<file path="config.mk">
export PLATFORM = sky130hd
export DESIGN_NAME = inst_mem_fetch
export DESIGN_NICKNAME = d
export VERILOG_FILES = /design/src/rtl/inst_mem_fetch.sv
export SDC_FILE = /design/constraint.sdc
export NUM_CORES = 2
export LEC_CHECK = 0
export CORE_UTILIZATION = 55
export DETAILED_ROUTE_END_ITERATION = 10
export GPL_ROUTABILITY_DRIVEN = 0
export PLACE_DENSITY = 0.81
export REMOVE_ABC_BUFFERS = 1
export SLEW_MARGIN = 25
export SYNTH_ARGS = -nofsm -noshare
export SYNTH_HDL_FRONTEND = slang
export SYNTH_SLANG_ARGS = --single-unit
</file>
<file path="constraint.sdc">
create_clock -name clk -period 3.3 [get_ports clk]
set_input_delay 0.33 -clock clk [delete_from_list [all_inputs] [get_ports clk]]
set_output_delay 0.33 -clock clk [all_outputs]
set_load 0.05 [all_outputs]
</file>
<file path="src/rtl/inst_mem_fetch.sv">
// Registered instruction memory with a request/valid fetch port (stall, flush) and a streaming program-load port.
// Optional IMEM_OOB_TRAP_EN adds oob_fault for out-of-range fetches and dropped load beats.
module inst_mem_fetch #(
  parameter int INST_W = 16,
  parameter int ADDR_W = 8,
  parameter int DEPTH  = 256
) (
  input  logic              clk,
  input  logic              reset,
  input  logic              fetch_req,
  input  logic [ADDR_W-1:0] fetch_pc,
  output logic              fetch_ready,
  output logic              inst_valid,
  output logic [INST_W-1:0] inst,
  output logic [ADDR_W-1:0] inst_pc,
  input  logic              inst_stall,
  input  logic              flush,
  input  logic              load_start,
  input  logic              load_valid,
  input  logic [INST_W-1:0] load_data,
  input  logic              load_last,
  output logic              load_err,
`ifdef IMEM_OOB_TRAP_EN
  output logic              oob_fault,
`endif
  output logic              dbg_state_o
);

  localparam int PTR_W = ADDR_W + 1;
  localparam int IDX_W = (DEPTH > 1) ? $clog2(DEPTH) : 1;
  localparam logic [PTR_W-1:0] DEPTH_P = PTR_W'(DEPTH);

  typedef enum logic {READY = 1'b0, LOADING = 1'b1} state_t;

  // Handshake: a fetch is accepted on a rising edge where fetch_req && fetch_ready;
  // the word appears with inst_valid one cycle later and is held while inst_stall is high.

  state_t              state_q, state_d;
  logic [PTR_W-1:0]    ptr_q, ptr_d;
  logic                err_q, err_d;
  logic                valid_q, valid_d;
  logic [ADDR_W-1:0]   pc_q, pc_d;
  logic [INST_W-1:0]   inst_q;
  logic                wr_en;
  logic                accept;
  logic                in_range;
  logic [INST_W-1:0]   mem [DEPTH];

  assign in_range    = {1'b0, fetch_pc} < DEPTH_P;
  assign fetch_ready = (state_q == READY) && !load_start && !(valid_q && inst_stall);
  assign accept      = fetch_req && fetch_ready;

`ifdef IMEM_OOB_TRAP_EN
  logic oob_q, oob_d;
`endif

  always_comb begin
    state_d = state_q;
    ptr_d   = ptr_q;
    err_d   = err_q;
    valid_d = 1'b0;
    pc_d    = pc_q;
    wr_en   = 1'b0;
`ifdef IMEM_OOB_TRAP_EN
    oob_d   = 1'b0;
`endif
    case (state_q)
      READY: begin
        if (load_start) begin
          state_d = LOADING;
          ptr_d   = '0;
          err_d   = 1'b0;
        end else if (accept) begin
          // An accepted fetch also covers flush: the redirect target wins.
          valid_d = 1'b1;
          pc_d    = fetch_pc;
`ifdef IMEM_OOB_TRAP_EN
          oob_d   = !in_range;
`endif
        end else if (!flush && valid_q && inst_stall) begin
          valid_d = 1'b1;
`ifdef IMEM_OOB_TRAP_EN
          oob_d   = oob_q;
`endif
        end
      end
      LOADING: begin
        if (load_start) begin
          ptr_d = '0;
          err_d = 1'b0;
        end else if (load_valid) begin
          if (ptr_q < DEPTH_P) begin
            wr_en = 1'b1;
            ptr_d = ptr_q + 1'b1;
          end else begin
            err_d = 1'b1;
          end
          if (load_last) state_d = READY;
        end
      end
      default: state_d = READY;
    endcase
  end

  always_ff @(posedge clk) begin
    if (reset) begin
      state_q <= READY;
      ptr_q   <= '0;
      err_q   <= 1'b0;
      valid_q <= 1'b0;
      pc_q    <= '0;
      inst_q  <= '0;
`ifdef IMEM_OOB_TRAP_EN
      oob_q   <= 1'b0;
`endif
    end else begin
      state_q <= state_d;
      ptr_q   <= ptr_d;
      err_q   <= err_d;
      valid_q <= valid_d;
      pc_q    <= pc_d;
`ifdef IMEM_OOB_TRAP_EN
      oob_q   <= oob_d;
`endif
      if (accept) inst_q <= in_range ? mem[fetch_pc[IDX_W-1:0]] : '0;
    end
  end

  // Contents survive reset so a partial load is never rolled back.
  always_ff @(posedge clk) begin
    if (wr_en) mem[ptr_q[IDX_W-1:0]] <= load_data;
  end

  assign inst_valid  = valid_q;
  assign inst        = inst_q;
  assign inst_pc     = pc_q;
  assign load_err    = err_q;
  assign dbg_state_o = (state_q == LOADING);
`ifdef IMEM_OOB_TRAP_EN
  assign oob_fault   = oob_q | err_q;
`endif

endmodule

</file>
==> flow_metrics.py <==
metrics = {
    "setup_path": {
        "critPathTopFamily": "compound AO/OA/AOI/OAI gates",
        "crit_type": "primary input to flop",
        "ff2ff_path_depth": 7,
        "critPathRequiredTime_ps": 4110,
        "crit_arrival_ps": 4000,
        "slowest_stage": "a2111oi_0",
        "r2r_setup_slack_ps": 340,
        "cp_num_buf_inv": 2,
        "cpPeakStageDelay_ps": 930,
        "worstSetupStartpointType": "primary input",
        "cp-end-kind": "flop",
        "path_max_fanout": 17,
        "r2r_end": "inst[5]",
        "r2r-start": "mem[119][5]",
        "crit_chain": "clkdlybuf4s50_1 -> buf_12 -> and3b_1 -> nand2_1 -> a2111oi_0 -> nor3_1 -> o2111ai_1 -> o31a_1 -> nor4_2",
    },
    "cells_and_area": {
        "fin_nets": 8521,
        "seq_area_mm2": 0.124,
        "layout_common_cells": "4096 x edfxtp_1, 772 x mux4_2, 696 x buf_4",
        "final_cells": 12700,
        "area_delta_synth_final_pct": 14.6,
        "multi_input_area_mm2": 0.0334,
        "fillCellCount": 17400,
        "final_common_cell": "edfxtp_1",
        "drive_gt1_share_pct": 25.3,
        "final_area_mm2": 0.183,
    },
    "clock_tree": {
        "clk_pin_slew_ps": 60,
        "clock_path_buffers": 4,
        "cts_resized": 0,
        "cts_made_buffers": 395,
        "cts_max_level": 5,
        "post-cts-setup-buffer-count": 0,
        "clk_latency_ps": 940,
        "cts_root_buf": "clkbuf_16",
        "clock_sink_count": 4132,
        "cts_tree": "built",
    },
    "sta": {
        "tightestPinTransition_ps": 1180,
        "clock.fmax_mhz": 314,
        "skew_ps": 66.4,
        "fin_crit_sh_pct": 96.5,
        "post-route-min-period_ps": 3190,
        "rsz0062_at_grt": "no",
        "slew_viol_final": 0,
        "slew-limit-headroom_pct": 20.8,
        "hold_violations": 0,
        "fin_setup_tns_ps": 0,
        "setup_viol": 0,
    },
    "synthesis": {
        "synthCells": 7656,
        "ys_async_sr_fraction_pct": 0,
        "synthesis.area_mm2": 0.160,
        "synth_seq_cells": 4132,
        "yosys.cell_types.count": 61,
        "synthMuxAreaShare_pct": 15.0,
        "synth_fa_ha_area_share_pct": 0.0313,
        "synth_compound_area_share_pct": 3.29,
        "synth_xor_area_share_pct": 0.0328,
        "synth_edf_count": 4096,
        "synthSimpleGateAreaFrac_pct": 2.50,
        "synth_ff_type": "edfxtp_1",
        "synth_warnings": 0,
        "avgSynthCellArea_um2": 20.9,
        "synth_top_family_by_area": "multiplexers",
        "seq_area_frac_synth_pct": 77.3,
    },
    "worst_hold_path": {
        "hp-class": "primary input to flop",
        "hold_path_end": "mem[166][13]",
        "min_path_cells": 1,
        "min_from": "load_data[13]",
    },
    "global_routing": {
        "grt.overflow.total": 0,
        "grt_usage_pct": 31.7,
        "grt_max_degree": 118,
        "grt_pass1_wl_um": 656000,
        "antenna_found_initial": 26,
        "grt_pass1_vias": 88700,
    },
    "detailed_routing": {
        "num_vias": 89200,
        "drc": 0,
        "ant_nets": 0,
        "drt_iter0_drc": 17100,
        "wl_per_cell_um": 36.9,
        "drt_wl_total_um": 469000,
        "vias_per_cell": 7.03,
        "firstDrtPassIters": 9,
    },
    "outcome": {
        "outcome": "finished, final reports clean",
    },
    "placed_design": {
        "dp_cells": 12000,
        "hpwl_um": 268000,
        "portBuffers": 59,
        "place_area_mm2": 0.171,
    },
    "power": {
        "p_leak_nw": 59.4,
        "vdd_ir_drop_max_uv": 538,
        "p_total_mw": 109,
        "power_density_mw_per_mm2": 593,
    },
    "die": {
        "start_util_pct": 55.5,
        "dieArea_mm2": 0.293,
        "core_area_mm2": 0.289,
        "die_w_um": 541,
        "dieHeight_um": 541,
        "ios": 60,
        "num_rows": 197,
    },
    "run": {
        "timing.max_cap.violations": 0,
    },
}
registers in the layout (all words and copies together), names as in the netlist:
name         count
inst_valid       1
inst_pc          8
inst            16
mem           4096
dbg_state_o      1
ptr_q            9
load_err         1
cell usage after synthesis (49+ instances only):
| master | n | area [µm²] |
|---|---|---|
| o21ai_0 | 121 | 606 |
| buf_4 | 54 | 405 |
| mux2i_1 | 652 | 6530 |
| o221ai_1 | 196 | 1720 |
| mux4_2 | 772 | 17400 |
| nor4_1 | 49 | 307 |
| nor3_1 | 175 | 876 |
| nand3_1 | 77 | 385 |
| buf_2 | 98 | 490 |
| a211oi_1 | 74 | 556 |
| buf_6 | 58 | 653 |
| nand2_1 | 95 | 357 |
| nor2_1 | 330 | 1240 |
| o22ai_1 | 206 | 1290 |
| clkbuf_1 | 191 | 717 |
| edfxtp_1 | 4096 | 123000 |
| a21oi_1 | 90 | 450 |
layer usage:
metal / wire length [µm] / vias up / share of wire, % / global-route usage (%)
met3: 72000 / 1996 / 15 / 9.51
met5: 274 / - / 0.058 / 0.279
met4: 37700 / 28 / 8.0 / 19.8
met2: 216000 / 8924 / 46 / 49.4
li1: - / 33800 / - / -
met1: 143000 / 44500 / 31 / 39.2
where the power goes:
group / total, mW / switching [mW] / leakage (nW) / internal [mW]
Clock: 45.3 / 20.0 / 6.19 / 25.4
Combinational: 5.81 / 3.79 / 16.1 / 2.02
Sequential: 57.7 / 0.0648 / 37.1 / 57.7
Total: 109 / 23.8 / 59.4 / 85.1
stage by stage:
step           worst slack, ps  utilization [%]  hold slack [ps]
2_1_floorplan            -4000                -              399
5_1_grt                    193             63.6             39.0
3_3_place_gp              -374             59.1              449
3_5_place_dp              -465             59.1              454
6_report                   115             63.6             9.48
4_1_cts                    305             63.6             2.52
final cells by class:
class / instances / share of cell area, %
Tap cell: 3880 / 2.65
Inverter: 24 / 0.0559
Clock inverter: 241 / 1.34
Sequential cell: 4132 / 67.4
Multi-Input combinational cell: 3035 / 18.2
Timing Repair Buffer: 897 / 4.71
Clock buffer: 477 / 5.59
Antenna cell: 12 / 0.0164
worst max-delay path by stage:
stage,from,to,slack [ps],cells past startpoint
finish,fetch_pc[6],inst[5],110,9
global route,fetch_pc[6],inst[5],190,9
CTS,inst[15],inst[15],300,1
detailed placement,fetch_pc[6],inst[5],-460,9
global placement,fetch_pc[6],inst[5],-370,9
floorplan,fetch_pc[1],inst[14],-4000,7
cell families (layout without fill, tap and decap cells):
| kind of cell | count (synthesis) | in the layout |
|---|---|---|
| other | 0 | 12 |
| multiplexers | 1427 | 1427 |
| buffers and inverters | 489 | 1639 |
| AO/OA/AOI/OAI | 770 | 770 |
| AND/OR/NAND/NOR | 828 | 828 |
| XOR/XNOR | 6 | 6 |
| adder cells (fa/ha/maj) | 4 | 4 |
| flip-flops | 4132 | 4132 |
what timing repair did:
| action | in CTS | in global routing |
|---|---|---|
| endpoints found under the hold margin | 466 | 0 |
| setup endpoints to repair | 0 | 0 |
| hold buffers | 12 | 0 |
Note: power is estimated with default switching activity, not from simulation.
